## src/rtl/uart_tx_if.sv

```systemverilog
// rtl/uart_tx_if.sv - byte handshake between the LED sequencer and uart_tx
interface uart_tx_if;
    logic [7:0] data_in;
    logic       valid;
    logic       ready;

    modport master (output data_in, output valid, input ready);
    modport slave  (input data_in, input valid, output ready);
endinterface

```

## src/rtl/uart_tx.sv

```systemverilog
// rtl/uart_tx.sv - UART frame serialiser on the system clock; UART_TX_PARITY_EN adds an even parity bit
module uart_tx #(
    parameter int CLK_FREQ_HZ = 12000000,
    parameter int BAUD        = 115200
) (
    input  logic     CLK,
    input  logic     RESET,
    uart_tx_if.slave tx_in,
    output logic     TXD,
    output logic     busy
);

    localparam int CLKS_PER_BIT = CLK_FREQ_HZ / BAUD;
    localparam int CNT_W        = (CLKS_PER_BIT > 2) ? $clog2(CLKS_PER_BIT) : 1;
    localparam logic [CNT_W-1:0] BAUD_LAST = CNT_W'(CLKS_PER_BIT - 1);

    if (CLKS_PER_BIT < 2) begin : g_bad_baud
        $error("uart_tx: CLK_FREQ_HZ / BAUD must be at least 2");
    end

`ifdef UART_TX_PARITY_EN
    typedef enum logic [2:0] {
        ST_IDLE   = 3'd0,
        ST_START  = 3'd1,
        ST_DATA   = 3'd2,
        ST_PARITY = 3'd3,
        ST_STOP   = 3'd4
    } state_t;
`else
    typedef enum logic [2:0] {
        ST_IDLE  = 3'd0,
        ST_START = 3'd1,
        ST_DATA  = 3'd2,
        ST_STOP  = 3'd4
    } state_t;
`endif

    state_t           state_q, state_d;
    logic [CNT_W-1:0] baud_q, baud_d;
    logic [2:0]       bit_idx_q, bit_idx_d;
    logic [7:0]       shift_q, shift_d;
    logic             txd_q, txd_d;
`ifdef UART_TX_PARITY_EN
    logic             parity_q, parity_d;
`endif

    logic baud_done;
    logic accept;

    assign baud_done   = (baud_q == BAUD_LAST);
    assign tx_in.ready = (state_q == ST_IDLE) && !RESET;
    assign accept      = tx_in.valid && tx_in.ready;

    always_comb begin
        state_d   = state_q;
        baud_d    = baud_q;
        bit_idx_d = bit_idx_q;
        shift_d   = shift_q;
        txd_d     = txd_q;
`ifdef UART_TX_PARITY_EN
        parity_d  = parity_q;
`endif

        if (state_q != ST_IDLE) begin
            baud_d = baud_done ? '0 : baud_q + 1'b1;
        end

        // TXD is loaded one edge ahead of each bit so the pin is a pure flop output
        case (state_q)
            ST_IDLE: begin
                txd_d = 1'b1;
                if (accept) begin
                    shift_d   = tx_in.data_in;
                    bit_idx_d = 3'd0;
                    baud_d    = '0;
                    txd_d     = 1'b0;
                    state_d   = ST_START;
`ifdef UART_TX_PARITY_EN
                    parity_d  = ^tx_in.data_in;
`endif
                end
            end
            ST_START: begin
                if (baud_done) begin
                    txd_d   = shift_q[0];
                    state_d = ST_DATA;
                end
            end
            ST_DATA: begin
                if (baud_done) begin
                    if (bit_idx_q == 3'd7) begin
`ifdef UART_TX_PARITY_EN
                        txd_d   = parity_q;
                        state_d = ST_PARITY;
`else
                        txd_d   = 1'b1;
                        state_d = ST_STOP;
`endif
                    end else begin
                        bit_idx_d = bit_idx_q + 3'd1;
                        shift_d   = {1'b0, shift_q[7:1]};
                        txd_d     = shift_q[1];
                    end
                end
            end
`ifdef UART_TX_PARITY_EN
            ST_PARITY: begin
                if (baud_done) begin
                    txd_d   = 1'b1;
                    state_d = ST_STOP;
                end
            end
`endif
            ST_STOP: begin
                txd_d = 1'b1;
                if (baud_done) begin
                    state_d = ST_IDLE;
                end
            end
            default: begin
                txd_d   = 1'b1;
                state_d = ST_IDLE;
            end
        endcase
    end

    always_ff @(posedge CLK) begin
        if (RESET) begin
            state_q   <= ST_IDLE;
            baud_q    <= '0;
            bit_idx_q <= 3'd0;
            shift_q   <= 8'd0;
            txd_q     <= 1'b1;
`ifdef UART_TX_PARITY_EN
            parity_q  <= 1'b0;
`endif
        end else begin
            state_q   <= state_d;
            baud_q    <= baud_d;
            bit_idx_q <= bit_idx_d;
            shift_q   <= shift_d;
            txd_q     <= txd_d;
`ifdef UART_TX_PARITY_EN
            parity_q  <= parity_d;
`endif
        end
    end

    assign TXD  = txd_q;
    assign busy = (state_q != ST_IDLE);

endmodule

```

## src/flat_wrapper.sv

```systemverilog
// flat-port wrapper written by rule: the top's interface ports become plain ports
module uart_tx_flat 
#(
    parameter int CLK_FREQ_HZ = 12000000,
    parameter int BAUD        = 115200
)
  (CLK, RESET, TXD, busy, tx_in_data_in, tx_in_valid, tx_in_ready);
  uart_tx_if tx_in_i ();
  input  logic CLK;
  input  logic RESET;
  output logic TXD;
  output logic busy;
  input wire logic [$bits(tx_in_i.data_in)-1:0] tx_in_data_in;
  input wire logic [$bits(tx_in_i.valid)-1:0] tx_in_valid;
  output wire logic [$bits(tx_in_i.ready)-1:0] tx_in_ready;
  assign tx_in_i.data_in = tx_in_data_in;
  assign tx_in_i.valid = tx_in_valid;
  assign tx_in_ready = tx_in_i.ready;
  uart_tx #(.CLK_FREQ_HZ(CLK_FREQ_HZ), .BAUD(BAUD)) u_core (.CLK(CLK), .RESET(RESET), .tx_in(tx_in_i), .TXD(TXD), .busy(busy));
endmodule
```

## config.mk

```make
export PLATFORM = sky130hd
export DESIGN_NAME = uart_tx_flat
export DESIGN_NICKNAME = d
export VERILOG_FILES = /design/src/rtl/uart_tx_if.sv /design/src/rtl/uart_tx.sv /design/src/flat_wrapper.sv
export SDC_FILE = /design/constraint.sdc
export NUM_CORES = 1
export LEC_CHECK = 0
export CAP_MARGIN = 25
export CORE_ASPECT_RATIO = 1.5
export CORE_MARGIN = 4
export CORE_UTILIZATION = 40
export DETAILED_ROUTE_END_ITERATION = 8
export PLACE_DENSITY = 0.62
export SLEW_MARGIN = 10
export SYNTH_ARGS = -nofsm -noshare
export SYNTH_HDL_FRONTEND = slang
export SYNTH_SLANG_ARGS = --single-unit
```

## constraint.sdc

```tcl
create_clock -name CLK -period 4.85 [get_ports CLK]
set_input_delay 0.97 -clock CLK [delete_from_list [all_inputs] [get_ports CLK]]
set_output_delay 0.97 -clock CLK [all_outputs]
set_load 0.005 [all_outputs]
```

### Word-level counts from Yosys, hierarchy flattened

Index checks and enable logic that the tools add are counted.

* register bits after elaboration: 22
* latch bits: 0
* memory bits (writable): 0
* ROM bits: 0
* output and inout port bits: 3
* logic and storage cells: 50
* memories: 0

* $add $sub $neg: 2
* multipliers: 0
* divide/modulo/power cells: 0
* magnitude comparators: 0
* eq/ne operators: 11
* shifts and indexed selects: 0
* multiplexer cells: 23
* bitwise operators: 0
* reductions and logical operators: 9

Operator list (count)
* two-way mux 7 bit: 4
* two-way mux 3 bit: 8
* two-way mux 8 bit: 3
* case mux 8 bit (2 select lines): 1
* case mux 3 bit (4 select lines): 1
* inequality test 2 x 1 -> 1 bit, second input constant: 5
* adder 7 x 1 -> 7 bit, second input constant: 1
* equality test 7 bit, second input constant: 1
* equality test 3 bit, second input constant: 2
* case mux 3 bit (2 select lines): 1
* AND reduction 5 bit: 1
* two-way mux 1 bit: 4
* AND reduction 4 bit: 1
* adder 3 x 1 -> 3 bit, second input constant: 1
* equality test 3 x 1 -> 1 bit, second input constant: 1
* equality test 3 x 2 -> 1 bit, second input constant: 1
* logical NOT 3 bit: 1
* case mux 1 bit (3 select lines): 1
* nonzero test 3 bit: 1
* logical AND 1 bit: 2
* inequality test 2 bit, second input constant: 1
* AND reduction 2 bit: 1
* nonzero test 2 bit: 1
* logical NOT 1 bit: 1

### Longest topological paths before layout

* depth in word-level cells: 5
* gate-level depth with buffers: 7
* gate-level depth less buffers: 6

### Worst setup path before layout

Ideal clock, no wire load.

* kind: input port to output port
* from: in RESET
* to: out tx_in_ready
* arrival: 1.553 ns
* data required time: 3.880 ns
* setup slack: 2.327 ns
* cell stages on the path: 3
* cell sequence: clkbuf_1 -> clkbuf_1 -> nor2_1

* cells in the longest elaborated chain, start to end: 2

Ends and longest elaborated chain
* from (decl): RTL line flat_wrapper.sv:10 `input logic RESET;`
* logical NOT 1 bit: RTL line uart_tx.sv:51 `assign tx_in.ready = (state_q == ST_IDLE) && !RESET;`
* logical AND 1 bit: RTL line uart_tx.sv:51
* to (decl): RTL line flat_wrapper.sv:15 `output wire logic [$bits(tx_in_i.ready)-1:0] tx_in_ready;`

Every way passes these cells.

### Worst setup path in the final report

Same ends and word-level chain as after synthesis.

==> impl_results.md <==
- Status: finished, final reports clean
- Top-count cell post-synth: dfxtp_1
- DR vias/cell: 5.873
- # nets final: 166
- Total track usage: 0.1508
- GP Congestion: approximately 0.72
- Inserted Clock Buffers: 3
- Synth-to-layout area growth: 15.52%
- DR WL/cell: 14.15 µm
- FF/Latch Area: 440.4 µm²
- # diodes: 0
- Worst Tran Pin Value: 0.8464 ns
- Final setup TNS: 0 ns
- Core area: roughly 2900 µm²
- CTS root buf: clkbuf_8
- Power share of the combinational group: 0.124
- Max-slew headroom: 0.4336
- Mapped Cells: about 140
- CP Capture Type: primary output
- Htree depth: 1
- Clk Latency, worst-skew pair: 0.26 ns
- Hold wc startpoint: u_core.shift_q[7]
- Largest area contributor in the synthesized netlist: dfxtp_1
- Fin Hold WS: 0.4897 ns
- Largest net degree at the start of global routing: 26
- Final worst setup slack: about 1.7 ns
- Clock group share of total power: 0.325
- Fin. max-slew vios: 0
- Fillcell total: between 300 and 400
- Maxcap violations: 0
- Worst Path Max Fanout: 25
- Post-CTS Setup Bufs: 0
- Warnings from Yosys: 0
- Place WS: 1.662 ns
- Layout cell share with drive strength beyond 1: 0.07333
- Grt ovf: 0
- Clock Skew: 0.002403 ns
- Clock Sinks: 22
- Startpoint types: primary input
- Worst Setup SP: RESET
- Switching Share: 0.2441
- WL final: 2675 µm
- Die Wd: between 50 and 60 µm
- Required time of the critical path: 3.88 ns
- Site Rows: 24
- Syn Area/Cell: 8.400 µm²
- CTS tree: built
- Multi-input logic area: 704.4 µm²
- Worst Setup EP: tx_in_ready
- #FFs+latches synth: 22
- Achievable Freq: 313.8 MHz
- Die ar.: 3962 µm²
- Global-route wire length before repair: 4540 µm
- Asr flop ratio synth: 0
- Antenna Nets Post-Route: 0
- PwrDens: 252.1 nW/µm²
- CTS resizes: 0
- Sequential Power Share: 0.550
- Fin crit period: 3.187 ns
- Synth Flop Type: dfxtp_1
- First drt pass iteration count: 4
- FF-to-FF End: u_core.shift_q[5]
- RSZ-0062 raised after global routing: false
- Top-area cell type share of the netlist area: 0.3667
- Peak supply drop: 0.1659 mV
- DRC violation count after routing: 0
- Hold Path Class: reg -> reg
- Netlist Area Pre-Place: ~1200 µm²
- DRT iter0 DRCs: 40
- CTS Hold Buffers Added: 0
- Distinct cells, synth: 38
- Reg clk slew, reported paths: 0.08 ns
- Synth cell count leaders: 22 x dfxtp_1, 17 x a21oi_1, 9 x a311oi_1, 9 x o21ai_0
- Worst R2R Setup Slack: 2.80 ns
- DIE HEIGHT: 75.12 µm
- EDFF count, synth: 0
- R2R cell count: 4
- Leakage power: 0.4376 nW
- Critical path arrival: 2.22 ns
- Syn_nets: 157
- Dominant cells by area after synthesis: dfxtp_1 37%, a21oi_1 7.1%, mux2i_1 6.7%
- Pint: between 0.0002 and 0.0003 W
- Initial antenna violation count: 0
- Period utilisation layout: 0.6571
- Endpoints failing setup: 0
- Initial Util: 0.4167
- Sequential share of the synthesized area: 0.3667
- IO Count: 14
- Clock Path Buffers: 2
- Kind of critical path: in -> out
- Psw: around 0.000085 W
- Hold Vio Cnt, Final: 0
- Placed wire-length estimate: 1885 µm
- IO buf count: 13
- Reg2reg start: u_core.state_q[1]
- Vias in the first global route: about 1100
- Via count: 1110
sequential cells by signal (all words and copies together), names as in the netlist:
register          cells
u_core.shift_q        8
u_core.baud_q         7
u_core.bit_idx_q      3
u_core.state_q        3
u_core.TXD            1
layer usage:
metal / up-vias / wire [µm] / part of all wire / track usage
met5: - / 0 / 0 / 0
li1: 561 / - / - / -
met2: 20 / 1347 / 0.50 / 0.2776
met1: 525 / 1184 / 0.44 / 0.1657
met3: 4 / 103 / 0.039 / 0.02772
met4: 0 / 40 / 0.015 / 0.06250
power groups by stage:
stage          combinational, W  clock [W]  sequential, W
2_1_floorplan         0.0000275          0       0.000194
3_3_place_gp          0.0000426          0       0.000196
4_1_cts               0.0000438   0.000116       0.000192
3_5_place_dp          0.0000437          0       0.000197
5_1_grt               0.0000483   0.000126       0.000194
6_report              0.0000435   0.000114       0.000192
worst max-delay path, cell delays in order:
cell and delay, ns:
clkdlybuf4s50_1 0.45, buf_4 0.27, nor2_1 0.08, clkdlybuf4s50_1 0.44
worst min-delay path by stage:
stage                                     end  slack [ns]  cells after the start
final                       u_core.shift_q[7]        0.49                      2
after global routing        u_core.shift_q[7]        0.53                      2
after CTS                   u_core.shift_q[7]        0.50                      2
after detailed placement    u_core.shift_q[7]        0.48                      2
after global placement    u_core.bit_idx_q[2]        0.47                      2
after floorplan             u_core.shift_q[7]        0.45                      2
stage by stage:
step                total power (W)  instances  utilization  instance area [µm²]
global placement          0.0002390        186       0.4670                 1346
floorplan                 0.0002220        143            -                 1201
detailed placement        0.0002404        186       0.4670                 1346
CTS                       0.0003521        189       0.4813                 1388
finish                    0.0003497        189       0.4813                 1388
global route              0.0003681        189       0.4813                 1388
cell type report:
| cell class | instances | share of cell area |
|---|---|---|
| timing repair buffer | 14 | 0.09919 |
| multi-input combinational | 107 | 0.5077 |
| inverter | 4 | 0.01082 |
| tap | 39 | 0.03517 |
| sequential | 22 | 0.3174 |
| clock buffer | 3 | 0.02976 |
placed cells by master, fill, tap and decap left out, types with 3 or more instances in the layout:
cell type and n:
nand3_1 7, nand3b_1 3, ha_1 3, mux2i_1 8, a21oi_1 17, inv_1 3, clkbuf_8 3, nor3_1 5
clkdlybuf4s50_1 13, nor2_1 8, nand4_1 3, nand2_1 6, a311oi_1 9, o21ai_0 9, a31oi_1 3, dfxtp_1 22
cells by family after synthesis:
family,Yosys count,synth area share
and+or+nand+nor,46,0.2208
xor gates and xnor gates,2,0.01459
adders and majority gates,3,0.03125
AOI/OAI and AO/OA,48,0.2531
muxes,8,0.06667
buffers and inverters,14,0.04686
DFF,22,0.3667
Note: power is estimated with default switching activity, not from simulation.
